<file path="src/rtl/memory_access_stage_if.sv">
// Data-memory request/response bus between the M stage and data memory.
// Request side is combinational from the stage; response is same-cycle capable.
// dmem_ready completes the outstanding request; the master holds it until then.
interface memory_access_stage_if;
  logic        dmem_req;
  logic        dmem_we;
  logic [31:0] dmem_addr;
  logic [31:0] dmem_wdata;
  logic [3:0]  dmem_wstrb;
  logic [31:0] dmem_rdata;
  logic        dmem_ready;

  // Pipeline stage side
  modport master (
    output dmem_req, dmem_we, dmem_addr, dmem_wdata, dmem_wstrb,
    input  dmem_rdata, dmem_ready
  );

  // Memory side
  modport slave (
    input  dmem_req, dmem_we, dmem_addr, dmem_wdata, dmem_wstrb,
    output dmem_rdata, dmem_ready
  );
endinterface

</file>
<file path="src/rtl/memory_access_stage.sv">
// M stage of the RV32I pipeline: byte/half/word loads and stores, drives the M/W register.
// Latency: zero-wait access completes in 1 cycle; each memory wait cycle adds one (bubble per stall).
// Backpressure: stall_M freezes upstream while dmem_ready is low; aborted after TIMEOUT_CYCLES.
// Optional macro MISALIGN_TRAP_EN: misaligned half/word accesses trap instead of being aligned down.
module memory_access_stage #(
  parameter int TIMEOUT_CYCLES = 64,
  parameter int CNT_W          = 7
) (
  input  logic        clk,
  input  logic        rst,
  input  logic        RegWriteE2,
  input  logic        MemWriteE2,
  input  logic [1:0]  ResultSrcE2,
  input  logic [4:0]  RD_E2,
  input  logic [31:0] ALU_ResultE2,
  input  logic [31:0] WriteDataE2,
  input  logic [31:0] PCPlus4E2,
  input  logic [2:0]  LoadTypeE2,
  input  logic [2:0]  StoreTypeE2,
  memory_access_stage_if.master dmem,
  output logic        stall_M,
  output logic        bus_err_M,
  output logic        RegWriteW,
  output logic [4:0]  RD_W,
  output logic [31:0] ResultW
);

  typedef enum logic {
    ST_IDLE = 1'b0,
    ST_WAIT = 1'b1
  } state_t;

  state_t           state_q, state_d;
  logic [CNT_W-1:0] cnt_q, cnt_d;

  logic        mem_op;
  logic        misalign;
  logic        timeout_hit;
  logic        abort;
  logic        kill;
  logic        req;

  logic [7:0]  load_byte;
  logic [15:0] load_half;
  logic [31:0] load_data;
  logic [31:0] store_data;
  logic [3:0]  store_strb;
  logic [31:0] result_sel;

  logic        regwrite_q;
  logic [4:0]  rd_q;
  logic [31:0] result_q;

  assign mem_op = MemWriteE2 | (ResultSrcE2 == 2'b01);

`ifdef MISALIGN_TRAP_EN
  // Misaligned halves (odd address) and words (any low bit set) trap
  always_comb begin
    misalign = 1'b0;
    if (mem_op) begin
      if (MemWriteE2) begin
        case (StoreTypeE2)
          3'b000:  misalign = 1'b0;
          3'b001:  misalign = ALU_ResultE2[0];
          default: misalign = |ALU_ResultE2[1:0];
        endcase
      end else begin
        case (LoadTypeE2)
          3'b000, 3'b100: misalign = 1'b0;
          3'b001, 3'b101: misalign = ALU_ResultE2[0];
          default:        misalign = |ALU_ResultE2[1:0];
        endcase
      end
    end
  end
`else
  // Low address bits below the access size are simply ignored
  assign misalign = 1'b0;
`endif

  // Ready on the timeout cycle wins, so abort only without ready
  assign timeout_hit = (state_q == ST_WAIT) && (cnt_q == CNT_W'(TIMEOUT_CYCLES));
  assign abort       = mem_op & timeout_hit & ~dmem.dmem_ready;
  assign kill        = abort | misalign;

  // FSM state and wait counter register
  always_ff @(posedge clk) begin
    if (rst) begin
      state_q <= ST_IDLE;
      cnt_q   <= '0;
    end else begin
      state_q <= state_d;
      cnt_q   <= cnt_d;
    end
  end

  // FSM next state: enter WAIT on a stalled request, leave on ready or timeout
  always_comb begin
    state_d = state_q;
    cnt_d   = cnt_q;
    case (state_q)
      ST_IDLE: begin
        if (mem_op & ~dmem.dmem_ready & ~kill) begin
          state_d = ST_WAIT;
          cnt_d   = CNT_W'(1);
        end
      end
      ST_WAIT: begin
        if (~mem_op | dmem.dmem_ready | timeout_hit) begin
          state_d = ST_IDLE;
          cnt_d   = '0;
        end else begin
          cnt_d = cnt_q + CNT_W'(1);
        end
      end
      default: begin
        state_d = ST_IDLE;
        cnt_d   = '0;
      end
    endcase
  end

  // FSM outputs: request, stall and error pulse, all silenced during reset
  always_comb begin
    req       = mem_op & ~kill & ~rst;
    stall_M   = mem_op & ~dmem.dmem_ready & ~kill & ~rst;
    bus_err_M = kill & ~rst;
  end

  // Store lane steering: replicate data, enable only the addressed bytes
  always_comb begin
    store_data = WriteDataE2;
    store_strb = 4'b1111;
    case (StoreTypeE2)
      3'b000: begin
        store_data = {4{WriteDataE2[7:0]}};
        store_strb = 4'b0001 << ALU_ResultE2[1:0];
      end
      3'b001: begin
        store_data = {2{WriteDataE2[15:0]}};
        store_strb = ALU_ResultE2[1] ? 4'b1100 : 4'b0011;
      end
      default: begin
        store_data = WriteDataE2;
        store_strb = 4'b1111;
      end
    endcase
  end

  assign dmem.dmem_req   = req;
  assign dmem.dmem_we    = req & MemWriteE2;
  assign dmem.dmem_addr  = {ALU_ResultE2[31:2], 2'b00};
  assign dmem.dmem_wdata = store_data;
  assign dmem.dmem_wstrb = (req & MemWriteE2) ? store_strb : 4'b0000;

  // Load formatting: pick byte/half by address lane, then extend
  always_comb begin
    case (ALU_ResultE2[1:0])
      2'b00:   load_byte = dmem.dmem_rdata[7:0];
      2'b01:   load_byte = dmem.dmem_rdata[15:8];
      2'b10:   load_byte = dmem.dmem_rdata[23:16];
      default: load_byte = dmem.dmem_rdata[31:24];
    endcase
    load_half = ALU_ResultE2[1] ? dmem.dmem_rdata[31:16] : dmem.dmem_rdata[15:0];
    case (LoadTypeE2)
      3'b000:  load_data = {{24{load_byte[7]}}, load_byte};
      3'b100:  load_data = {24'b0, load_byte};
      3'b001:  load_data = {{16{load_half[15]}}, load_half};
      3'b101:  load_data = {16'b0, load_half};
      default: load_data = dmem.dmem_rdata;
    endcase
  end

  // Writeback result select; 11 falls back to the ALU result
  always_comb begin
    case (ResultSrcE2)
      2'b01:   result_sel = load_data;
      2'b10:   result_sel = PCPlus4E2;
      default: result_sel = ALU_ResultE2;
    endcase
  end

  // M/W register: bubble on stall, abort or trap; otherwise capture the instruction
  always_ff @(posedge clk) begin
    if (rst || stall_M || kill) begin
      regwrite_q <= 1'b0;
      rd_q       <= '0;
      result_q   <= '0;
    end else begin
      regwrite_q <= RegWriteE2;
      rd_q       <= RD_E2;
      result_q   <= result_sel;
    end
  end

  assign RegWriteW = regwrite_q;
  assign RD_W      = rd_q;
  assign ResultW   = result_q;

endmodule

</file>
<file path="src/flat_wrapper.sv">
// flat-port wrapper written by rule: the top's interface ports become plain ports
module memory_access_stage_flat 
#(
  parameter int TIMEOUT_CYCLES = 64,
  parameter int CNT_W          = 7
)
  (clk, rst, RegWriteE2, MemWriteE2, ResultSrcE2, RD_E2, ALU_ResultE2, WriteDataE2, PCPlus4E2, LoadTypeE2, StoreTypeE2, stall_M, bus_err_M, RegWriteW, RD_W, ResultW, dmem_dmem_req, dmem_dmem_we, dmem_dmem_addr, dmem_dmem_wdata, dmem_dmem_wstrb, dmem_dmem_rdata, dmem_dmem_ready);
  memory_access_stage_if dmem_i ();
  input  logic clk;
  input  logic rst;
  input  logic RegWriteE2;
  input  logic MemWriteE2;
  input  logic [1:0] ResultSrcE2;
  input  logic [4:0] RD_E2;
  input  logic [31:0] ALU_ResultE2;
  input  logic [31:0] WriteDataE2;
  input  logic [31:0] PCPlus4E2;
  input  logic [2:0] LoadTypeE2;
  input  logic [2:0] StoreTypeE2;
  output logic stall_M;
  output logic bus_err_M;
  output logic RegWriteW;
  output logic [4:0] RD_W;
  output logic [31:0] ResultW;
  output wire logic [$bits(dmem_i.dmem_req)-1:0] dmem_dmem_req;
  output wire logic [$bits(dmem_i.dmem_we)-1:0] dmem_dmem_we;
  output wire logic [$bits(dmem_i.dmem_addr)-1:0] dmem_dmem_addr;
  output wire logic [$bits(dmem_i.dmem_wdata)-1:0] dmem_dmem_wdata;
  output wire logic [$bits(dmem_i.dmem_wstrb)-1:0] dmem_dmem_wstrb;
  input wire logic [$bits(dmem_i.dmem_rdata)-1:0] dmem_dmem_rdata;
  input wire logic [$bits(dmem_i.dmem_ready)-1:0] dmem_dmem_ready;
  assign dmem_dmem_req = dmem_i.dmem_req;
  assign dmem_dmem_we = dmem_i.dmem_we;
  assign dmem_dmem_addr = dmem_i.dmem_addr;
  assign dmem_dmem_wdata = dmem_i.dmem_wdata;
  assign dmem_dmem_wstrb = dmem_i.dmem_wstrb;
  assign dmem_i.dmem_rdata = dmem_dmem_rdata;
  assign dmem_i.dmem_ready = dmem_dmem_ready;
  memory_access_stage #(.TIMEOUT_CYCLES(TIMEOUT_CYCLES), .CNT_W(CNT_W)) u_core (.clk(clk), .rst(rst), .RegWriteE2(RegWriteE2), .MemWriteE2(MemWriteE2), .ResultSrcE2(ResultSrcE2), .RD_E2(RD_E2), .ALU_ResultE2(ALU_ResultE2), .WriteDataE2(WriteDataE2), .PCPlus4E2(PCPlus4E2), .LoadTypeE2(LoadTypeE2), .StoreTypeE2(StoreTypeE2), .dmem(dmem_i), .stall_M(stall_M), .bus_err_M(bus_err_M), .RegWriteW(RegWriteW), .RD_W(RD_W), .ResultW(ResultW));
endmodule
</file>
<file path="config.mk">
export PLATFORM = sky130hd
export DESIGN_NAME = memory_access_stage_flat
export DESIGN_NICKNAME = d
export VERILOG_FILES = /design/src/rtl/memory_access_stage_if.sv /design/src/rtl/memory_access_stage.sv /design/src/flat_wrapper.sv
export SDC_FILE = /design/constraint.sdc
export NUM_CORES = 1
export LEC_CHECK = 0
export ABC_AREA = 0
export CAP_MARGIN = 25
export CELL_PAD_IN_SITES_DETAIL_PLACEMENT = 0
export CELL_PAD_IN_SITES_GLOBAL_PLACEMENT = 1
export CORE_MARGIN = 2
export CORE_UTILIZATION = 23
export CTS_BUF_LIST = sky130_fd_sc_hd__clkbuf_4
export DETAILED_ROUTE_END_ITERATION = 8
export HOLD_SLACK_MARGIN = 0.03
export PLACE_DENSITY_LB_ADDON = 0.1
export SLEW_MARGIN = 40
export SYNTH_ARGS = -nofsm -noshare
export SYNTH_HDL_FRONTEND = slang
export SYNTH_SLANG_ARGS = --single-unit
</file>
<file path="constraint.sdc">
create_clock -name clk -period 1.94 [get_ports clk]
set_input_delay 0.388 -clock clk [delete_from_list [all_inputs] [get_ports clk]]
set_output_delay 0.388 -clock clk [all_outputs]
set_load 0.1 [all_outputs]
</file>
==> reports/results.tsv <==
stage	metric	value	unit
global_routing	grt_pass1_wl	22.2	mm
sta	clock_skew	0.00187	ns
sta	timing.final.ws_setup	-0.228	ns
sta	period_share	1.12	
setup_path	worstPathArrival	1.78	ns
run	cap_violations	0	
cells_and_area	finalNonFillerCells	839	
yosys	synth_area_leaders	dfxtp_1, buf_4, a21oi_1	
clocking	clkTransAtPathRegs	0.13	ns
setup_path	start_kind	register	
setup_path	required	1.55	ns
sta	drv_slew	0	
yosys	synth_top_area_frac	0.289	
global_routing	grt_max_degree	23	
yosys	ys_seq_area_frac	0.289	
route	remaining_drc_errors	0	
global_routing	antenna_found_initial	1	
cells_and_area	syn_to_final_growth	125	%
cells_and_area	multi_input_area	0.00209	mm²
yosys	async_flop_share	0	
global_routing	grt_pass1_vias	4032	
sta	setup_viol	8	
sta	rsz0062_at_grt	true	
die	die_area	0.0148	mm²
pwr	ir_worst_vdd	0.000312	V
clocking	cts_tree	built	
route	ant_nets	0	
sta	final_hold_viol_count	0	
global_routing	track_usage	0.195	
cells_and_area	regArea	927	µm²
pwr	p_comb_frac	0.639	
yosys	yosys_warnings	0	
clocking	root_buffer	clkbuf_4	
die	dieHeight	122	µm
clocking	cts-buffers-inserted	5	
yosys	synth-seq-cells	46	
yosys	yosys.area.top_type	dfxtp_1	
yosys	syn_area	0.00319	mm²
pwr	seqPwrFrac	0.251	
worst_hold_path	hold_class	register to register	
die	rows	43	
clocking	cts_hold_buf	0	
pwr	p_per_area	571	mW/mm²
sta	fmax	461	MHz
route	drt_first_pass_iters	4	
route	drtIter0Drc	234	
setup_path	path_cells	nor3b_4 -> nand4_1 -> o21ai_4 -> buf_12 -> a21oi_4 -> buf_12	
setup_path	crit_type	register to output pin	
cells_and_area	final_cell_mix	clkdlybuf4s50_1, buf_4, buf_12	
pwr	power_leakage	0.00297	µW
die	die_w	122	µm
die	ios	256	
pwr	p_clk_frac	0.111	
cells_and_area	fillers	1265	
setup_path	cp_max_fo	4	
die	core_area	0.0137	mm²
cells_and_area	nets	809	
yosys	synth_cell_types	54	
run_status	violations	setup timing	
yosys	syn_area_per_cell	8.21	µm²
route	finalWirelength	15.0	mm
run_status	status	complete, but fails checks	
clocking	clk_latency	0.37	ns
route	route.detailed.wl_per_inst	17.9	µm
yosys	syn_inst	389	
global_routing	overflow	0	
pwr	power.switching	1980	µW
placed_design	hpwl	12.8	mm
yosys	ys.flop_type	dfxtp_1	
placed_design	gp_congestion	0.809	
die	start_util	0.233	
route	viasPerCell	4.71	
clocking	cts_sinks	46	
placed_design	dp.cells	828	
cells_and_area	mostFrequentLayoutCell	clkdlybuf4s50_1	
route	via_count	3949	
placed_design	io_buffers	253	
clocking	h-tree-depth	2	
sta	min_period	2.17	ns
setup_path	max_stage_delay	0.36	ns
pwr	switching_share	0.484	
setup_path	crit_top_cell	buf_12	
cells_and_area	final_util	0.524	
setup_path	endpoint_kind	output pin	
clocking	clockBufferDepth	2	
yosys	synth-edff-count	0	
setup_path	crit_path_top_delay_cell	dfxtp_2	
cells_and_area	drive_gt1_frac	0.388	
pwr	internal_power	2120	µW
[timing repair]
action | 4_1_cts | 5_1_grt
buffers inserted | 3 | 1
hold endpoints to repair | 0 | 0
setup endpoints to repair | 33 | 16
pin swaps | 7 | 1
resized for setup | 15 | 9
[routing by layer]
layer,global-route usage,routed length (µm)
met5,0,0
met4,0.0453,211
met3,0.0684,1610
met2,0.339,7420
met1,0.229,5750
[critical path: cells and delay by family (launching register included)]
family / cells / cell delay [ns]
AOI/OAI and AO/OA: 2 / 0.30
buffers and inverters: 2 / 0.33
DFF: 1 / 0.36
and+or+nand+nor: 2 / 0.41
[Yosys cell counts (2+ instances only)]
master / n
buf_4: 40
and3_1: 8
xor2_1: 3
and2_0: 2
o211ai_1: 3
and2_1: 7
a21oi_1: 45
mux2i_2: 2
nand2b_1: 3
o221ai_1: 3
a221o_1: 8
mux2i_1: 17
nor2b_1: 4
a221oi_1: 16
nor2_1: 23
inv_1: 9
nand3_1: 6
o31ai_1: 2
a211oi_1: 2
dfxtp_1: 46
clkbuf_1: 21
xnor2_1: 2
o21bai_1: 3
mux2_2: 16
nand2_1: 11
or3_1: 2
ha_1: 4
o22ai_1: 9
o21ai_1: 5
nand4_1: 4
nor3_1: 3
a2bb2oi_1: 6
o21ai_0: 26
buf_2: 8
[registers in the layout, indices dropped and copies added (netlist names)]
name,cells
u_core.RD_W,5
u_core.cnt_q,7
u_core.state_q,1
u_core.RegWriteW,1
u_core.ResultW,32
[area by class of cell]
type / count / share of cell area
timing repair buffer: 333 / 0.535
clock buffer: 5 / 0.00523
multi-input combinational: 264 / 0.292
antenna: 1 / 0.000348
tap: 180 / 0.0314
inverter: 9 / 0.00697
clock inverter: 1 / 0.000523
sequential: 46 / 0.129
[cells by family (layout without fill, tap and decap cells)]
group           after synthesis  in the layout  share of synthesized area
other cells                   1              3                    0.00117
mux                          35             35                      0.118
fa+ha+maj                     4              4                     0.0157
simple gates                 82             82                      0.137
flops                        46             46                      0.289
buf+inv                      80            348                      0.147
compound gates              136            136                      0.279
xor+xnor                      5              5                     0.0137
[worst paths after layout]
check / depth (start not counted) / startpoint / end / slack [ns]
setup / recovery: 6 / u_core.cnt_q[5] / dmem_dmem_wstrb[3] / -0.23
hold / removal: 3 / u_core.cnt_q[0] / u_core.cnt_q[0] / 0.54
setup reg to reg: 6 / u_core.cnt_q[5] / u_core.cnt_q[3] / 0.20
hold reg to reg: 3 / u_core.cnt_q[0] / u_core.cnt_q[0] / 0.54
[metrics by stage]
stage,setup TNS (ns),setup WS (ns),hold slack [ns],area (µm²),total power (µW)
finish,-1.41,-0.228,0.540,7180,4100
global route,-2.23,-0.339,0.549,7180,4260
CTS,-1.62,-0.259,0.528,7140,4120
detailed placement,-20.84,-0.410,0.521,7040,3660
global placement,-18.98,-0.362,0.490,7040,3650
floorplan,-0.855,-0.277,0.469,3480,2630
[power by group through the flow]
stage	Sequential, µW	Clock, µW	Combinational, µW
finish	1030	454	2620
global route	1030	507	2720
CTS	1030	468	2620
detailed placement	1050	0	2610
global placement	1050	0	2600
floorplan	1480	0	1150
Power figures use the tool's default switching activity.
==> edit 1, RTL diff (config.mk and constraints unchanged) <==
`CNT_W` is set to 7 in 2 places; all go to 14.
--- a/src/rtl/memory_access_stage.sv
+++ b/src/rtl/memory_access_stage.sv
@@ -4,7 +4,7 @@
 // Optional macro MISALIGN_TRAP_EN: misaligned half/word accesses trap instead of being aligned down.
 module memory_access_stage #(
   parameter int TIMEOUT_CYCLES = 64,
-  parameter int CNT_W          = 7
+  parameter int CNT_W          = 14
 ) (
   input  logic        clk,
   input  logic        rst,
--- a/src/flat_wrapper.sv
+++ b/src/flat_wrapper.sv
@@ -2,7 +2,7 @@
 module memory_access_stage_flat 
 #(
   parameter int TIMEOUT_CYCLES = 64,
-  parameter int CNT_W          = 7
+  parameter int CNT_W          = 14
 )
   (clk, rst, RegWriteE2, MemWriteE2, ResultSrcE2, RD_E2, ALU_ResultE2, WriteDataE2, PCPlus4E2, LoadTypeE2, StoreTypeE2, stall_M, bus_err_M, RegWriteW, RD_W, ResultW, dmem_dmem_req, dmem_dmem_we, dmem_dmem_addr, dmem_dmem_wdata, dmem_dmem_wstrb, dmem_dmem_rdata, dmem_dmem_ready);
   memory_access_stage_if dmem_i ();
Function: no difference found for any inputs over 10 cycles, from zero or initial values and one cycle with rst high; that may be too few to reach the edited logic, so the function may still have changed.
==> edit 1 against the original RTL <==
The run still ends with setup timing left. Synthesized area rose by 10%. Worst setup slack got worse by 0.18 ns. Worst hold slack got worse by 0.014 ns. Wire length rose by 4.6%. Final area rose by 5.5%. Sequential cell count rose by 7. Power rose by 6.2%. Die area rose by 9.8%. Cell count rose by 6.6%. Non-clock buffer count rose by 9. Critical path type unchanged.
==> edit 1: results (changes against the original RTL) <==
stage	metric	value	unit	change
outcome	outcome	complete, but fails checks		
outcome	violations	setup timing		
clocking	root_buffer	clkbuf_4		
yosys	yosysSeqAreaShare	30.2	%	+1.3 points
yosys	synth_cell_type_count	44		-19%
timing	setup_violations	8		unchanged
route	first_pass_iters	4		unchanged
grt	grt_max_degree	26		+13%
route	drt-initial-drc-count	182		-22%
clocking	htreeDepth	2		unchanged
cells_and_area	drive_gt1_share	38.2	%	-0.51 points
clocking	clk_pin_slew_worst_paths	0.15	ns	+0.02 ns
grt	grt_pass1_vias	4500		+12%
cells_and_area	largest_reg_flops	32		unchanged
yosys	ys_top_cells_by_area	dfxtp_1, buf_4, mux2_2, a21oi_1, o21ai_0		
clocking	clock_latency	0.40	ns	+0.03 ns
clocking	ctsHoldBuffers	0		unchanged
placed_design	gp_congestion	0.825		+1.9%
yosys	async_flop_share	0	%	unchanged
route	wire_per_inst	17.5	µm	-1.9%
timing	tns	-2.89	ns	-1.47 ns
power	p_leak	3.05	nW	+2.5%
placed_design	dp_hpwl	13000	µm	+1.6%
grt	antenna_found_initial	0		-1
yosys	synth_mux_area_share	10.6	%	-1.3 points
cells_and_area	nets	855		+5.7%
placed_design	io_buffers	253		unchanged
grt	grt_pass1_wl	23800	µm	+7.1%
yosys	yosys_warnings	0		unchanged
yosys	synthTopCellsByCount	dfxtp_1, a21oi_1, buf_4, o21ai_0, clkbuf_1		
yosys	synth-xor-area-share	1.99	%	+0.62 points
worst_hold_path	hold_class	flip-flop to flip-flop		
clocking	cts-buffers-inserted	5		unchanged
timing	setup_slack	-0.407	ns	-0.179 ns
yosys	synthAdderAreaFrac	1.42	%	-0.14 points
power	vdd_ir_drop_max	0.278	mV	-11%
grt	grt_util_all_layers	18.7	%	-0.80 points
clocking	clockBufferDepth	2		unchanged
cells_and_area	antenna_cells	0		-1
critical_path	critPathMaxFanout	5		+1
yosys	synth-compound-area-share	26.7	%	-1.1 points
placed_design	place_area	7440	µm²	+5.6%
critical_path	arrival	1.96	ns	+0.18 ns
timing	skew	0.00300	ns	+0.00113 ns
route	routed_via_density	4.79		+1.8%
==> edit 1: final timing paths <==
path | start | cells after the start | to | slack (ns)
max | u_core.cnt_q[0] | 8 | dmem_dmem_wstrb[1] | -0.41
min | u_core.cnt_q[13] | 1 | u_core.cnt_q[13] | 0.53
max reg2reg | u_core.cnt_q[0] | 10 | u_core.cnt_q[5] | 0.14
min reg2reg | u_core.cnt_q[13] | 1 | u_core.cnt_q[13] | 0.53
==> edit 1: final cells by class <==
type                            instances  area [µm²]
Sequential cell                        53        1060
Tap cell                              188         235
Multi-Input combinational cell        291        2280
Clock buffer                            7        52.6
Timing Repair Buffer                  342        3880
Clock inverter                          1        7.51
Fill cell                            1468        7510
Inverter                               12        57.6
==> edit 1: metal layers <==
layer  vias to the layer above  share of wire, %  wire length [µm]  track usage, %
met3                        13               8.0              1260            5.36
met5                         -                 0                 0               0
li1                       2090                 -                 -               -
met2                       160                51              8030            33.8
met1                      2021                40              6200            21.9
met4                         0               1.1               179            3.94
==> edit 1: critical path: stages, from the launching register on <==
cell and delay (ns):
dfxtp_2 0.35, inv_2 0.07, ha_4 0.11, nor4b_4 0.22, nand4_1 0.22, o21ai_4 0.20
buf_12 0.15, a21oi_4 0.04, buf_12 0.18
==> edit 1: kinds of logic after synthesis <==
kind of cell | after synthesis
multiplexers | 33
flip-flops | 53
AND/OR/NAND/NOR | 95
XOR/XNOR | 8
other | 1
adder cells (fa/ha/maj) | 4
AO/OA/AOI/OAI | 149
buffers and inverters | 83
==> edit 1: stage by stage <==
stage          util, %  worst slack [ns]  cells  total power [mW]
2_1_floorplan        -            -0.157    427              2.79
3_3_place_gp      49.3            -0.322    882              3.80
3_5_place_dp      49.3            -0.367    882              3.82
4_1_cts           50.2            -0.466    894              4.40
5_1_grt           50.2            -0.541    894              4.52
6_report          50.2            -0.407    894              4.35
==> edit 1: repair_timing <==
action,4_1_cts,5_1_grt
setup endpoints to repair,32,27
hold endpoints to repair,0,0
gates resized for setup,14,7
setup buffers,5,1
pin swaps,4,4
==> edit 1: report_power, final <==
part / internal (mW) / switching [mW]
combinational: 0.982 / 1.64
sequential: 1.15 / 0.0194
clock: 0.172 / 0.385
==> edit 2, RTL diff (same settings) <==
Without the edit above. Make the reset (`rst`) asynchronous in one clocked block.
--- a/src/rtl/memory_access_stage.sv
+++ b/src/rtl/memory_access_stage.sv
@@ -84,7 +84,7 @@
   assign kill        = abort | misalign;
 
   // FSM state and wait counter register
-  always_ff @(posedge clk) begin
+  always_ff @(posedge clk or posedge rst) begin
     if (rst) begin
       state_q <= ST_IDLE;
       cnt_q   <= '0;
Function: no difference found for any inputs over 10 cycles, from zero or initial values and one cycle with rst high; that may be too few to reach the edited logic, so the function may still have changed.
==> edit 2 against the original RTL <==
The run still ends with setup timing left. Wire length is 4.5% higher. Sequential cell count stayed put. Largest power group unchanged. Final area is 3.3% higher. Worst setup slack worse by 0.49 ns. Combinational power is 2% higher. Clock power is 12% higher. Power is 2.4% higher. Synthesized area is 6.7% higher.
==> edit 2: results (changes against the original RTL) <==
stage	metric	value	unit	change
grt	grt_util_all_layers	19.4	%	-0.048 points
grt	grtUsageMet1	23.3	%	+0.46 points
cells_and_area	final-clk-cell-share	0.725	%	+0.15 points
yosys	synthAdderAreaFrac	1.47	%	-0.099 points
critical_path	r2r_cells	11		+5
route	met2_length	7700	µm	+3.9%
cells_and_area	nets	854		+5.6%
outcome	violations	setup timing		
placed_design	pre_cts_ws	-0.444	ns	-0.0344 ns
route	wl_met3	1460	µm	-9.6%
placed_design	dp_hpwl	12900	µm	+1.2%
grt	gr-usage-met2	33.6	%	-0.36 points
yosys	synthCells	426		+9.5%
cells_and_area	buf_share	53.1	%	-0.38 points
grt	grt_max_degree	33		+43%
yosys	synth_mux_area_share	10.9	%	-0.89 points
cells_and_area	drive_gt1_share	36.7	%	-2.0 points
route	wirelength	15700	µm	+4.5%
grt	grt_pass1_vias	4469		+11%
clocking	postCtsSetupRepairBufs	5		+2
timing	skew	0.000673	ns	-0.00120 ns
cells_and_area	ff_latch_area	961	µm²	+3.6%
cells_and_area	final_core_util	51.2	%	-1.1 points
route	drt-initial-drc-count	185		-21%
clocking	clock_latency	0.39	ns	+0.02 ns
grt	gr-usage-met3	6.41	%	-0.42 points
yosys	synth_cell_type_count	55		+1.9%
placed_design	gp_congestion	0.799		-1.3%
power	p_leak	3.15	nW	+6.0%
outcome	outcome	complete, but fails checks		
cells_and_area	multi_input_area	2170	µm²	+3.6%
worst_hold_path	hold_class	input port to async pin		
placed_design	dp.cells	874		+5.6%
route	wire_per_inst	17.5	µm	-1.7%
timing	setup_slack	-0.720	ns	-0.492 ns
yosys	ys_top_cells_by_area	dfxtp_1, buf_4, a21oi_1, dfrtp_1, mux2_2		
power	vdd_ir_drop_max	0.261	mV	-16%
yosys	async_flop_share	17.4	%	+17 points
grt	antenna_found_initial	2		+1
yosys	synth-xor-area-share	0.771	%	-0.60 points
yosys	synth-compound-area-share	31.1	%	+3.2 points
cells_and_area	multi_input_gates	293		+11%
cells_and_area	antenna_cells	3		+2
cells_and_area	num-nonclk-inverters	15		+6
cells_and_area	fill_cells	1352		+6.9%
critical_path	r2r_start	u_core.cnt_q[0]		
route	routed_via_density	4.84		+2.8%
clocking	cts-resized-gates	23		+8
timing	setup_violations	9		+1
edit 2: changes by cell type in the layout (fill, tap and decap cells not counted), sizes merged, moves of 8 or more:
cell and delta:
buf +10, a211oi +14, a22oi +16, and2 -8
a221oi -13, dfrtp +8, a21oi +16, dfxtp -8
o21ai -9
edit 2: final timing paths:
path | to | slack (ns)
worst max-delay path | dmem_dmem_wstrb[1] | -0.72
worst min-delay path | u_core.cnt_q[6] | 0.52
worst max register to register | u_core.cnt_q[4] | -0.05
worst min register to register | u_core.cnt_q[5] | 0.63
max in group asynchronous | u_core.cnt_q[4] | 1.28
min in group clk | u_core.ResultW[0] | 0.57
edit 2: power by group:
| group | internal (mW) | switching (mW) | leakage [nW] |
|---|---|---|---|
| Combinational | 1.03 | 1.64 | 2.70 |
| Sequential | 1.01 | 0.0196 | 0.420 |
| Clock | 0.151 | 0.356 | 0.0331 |
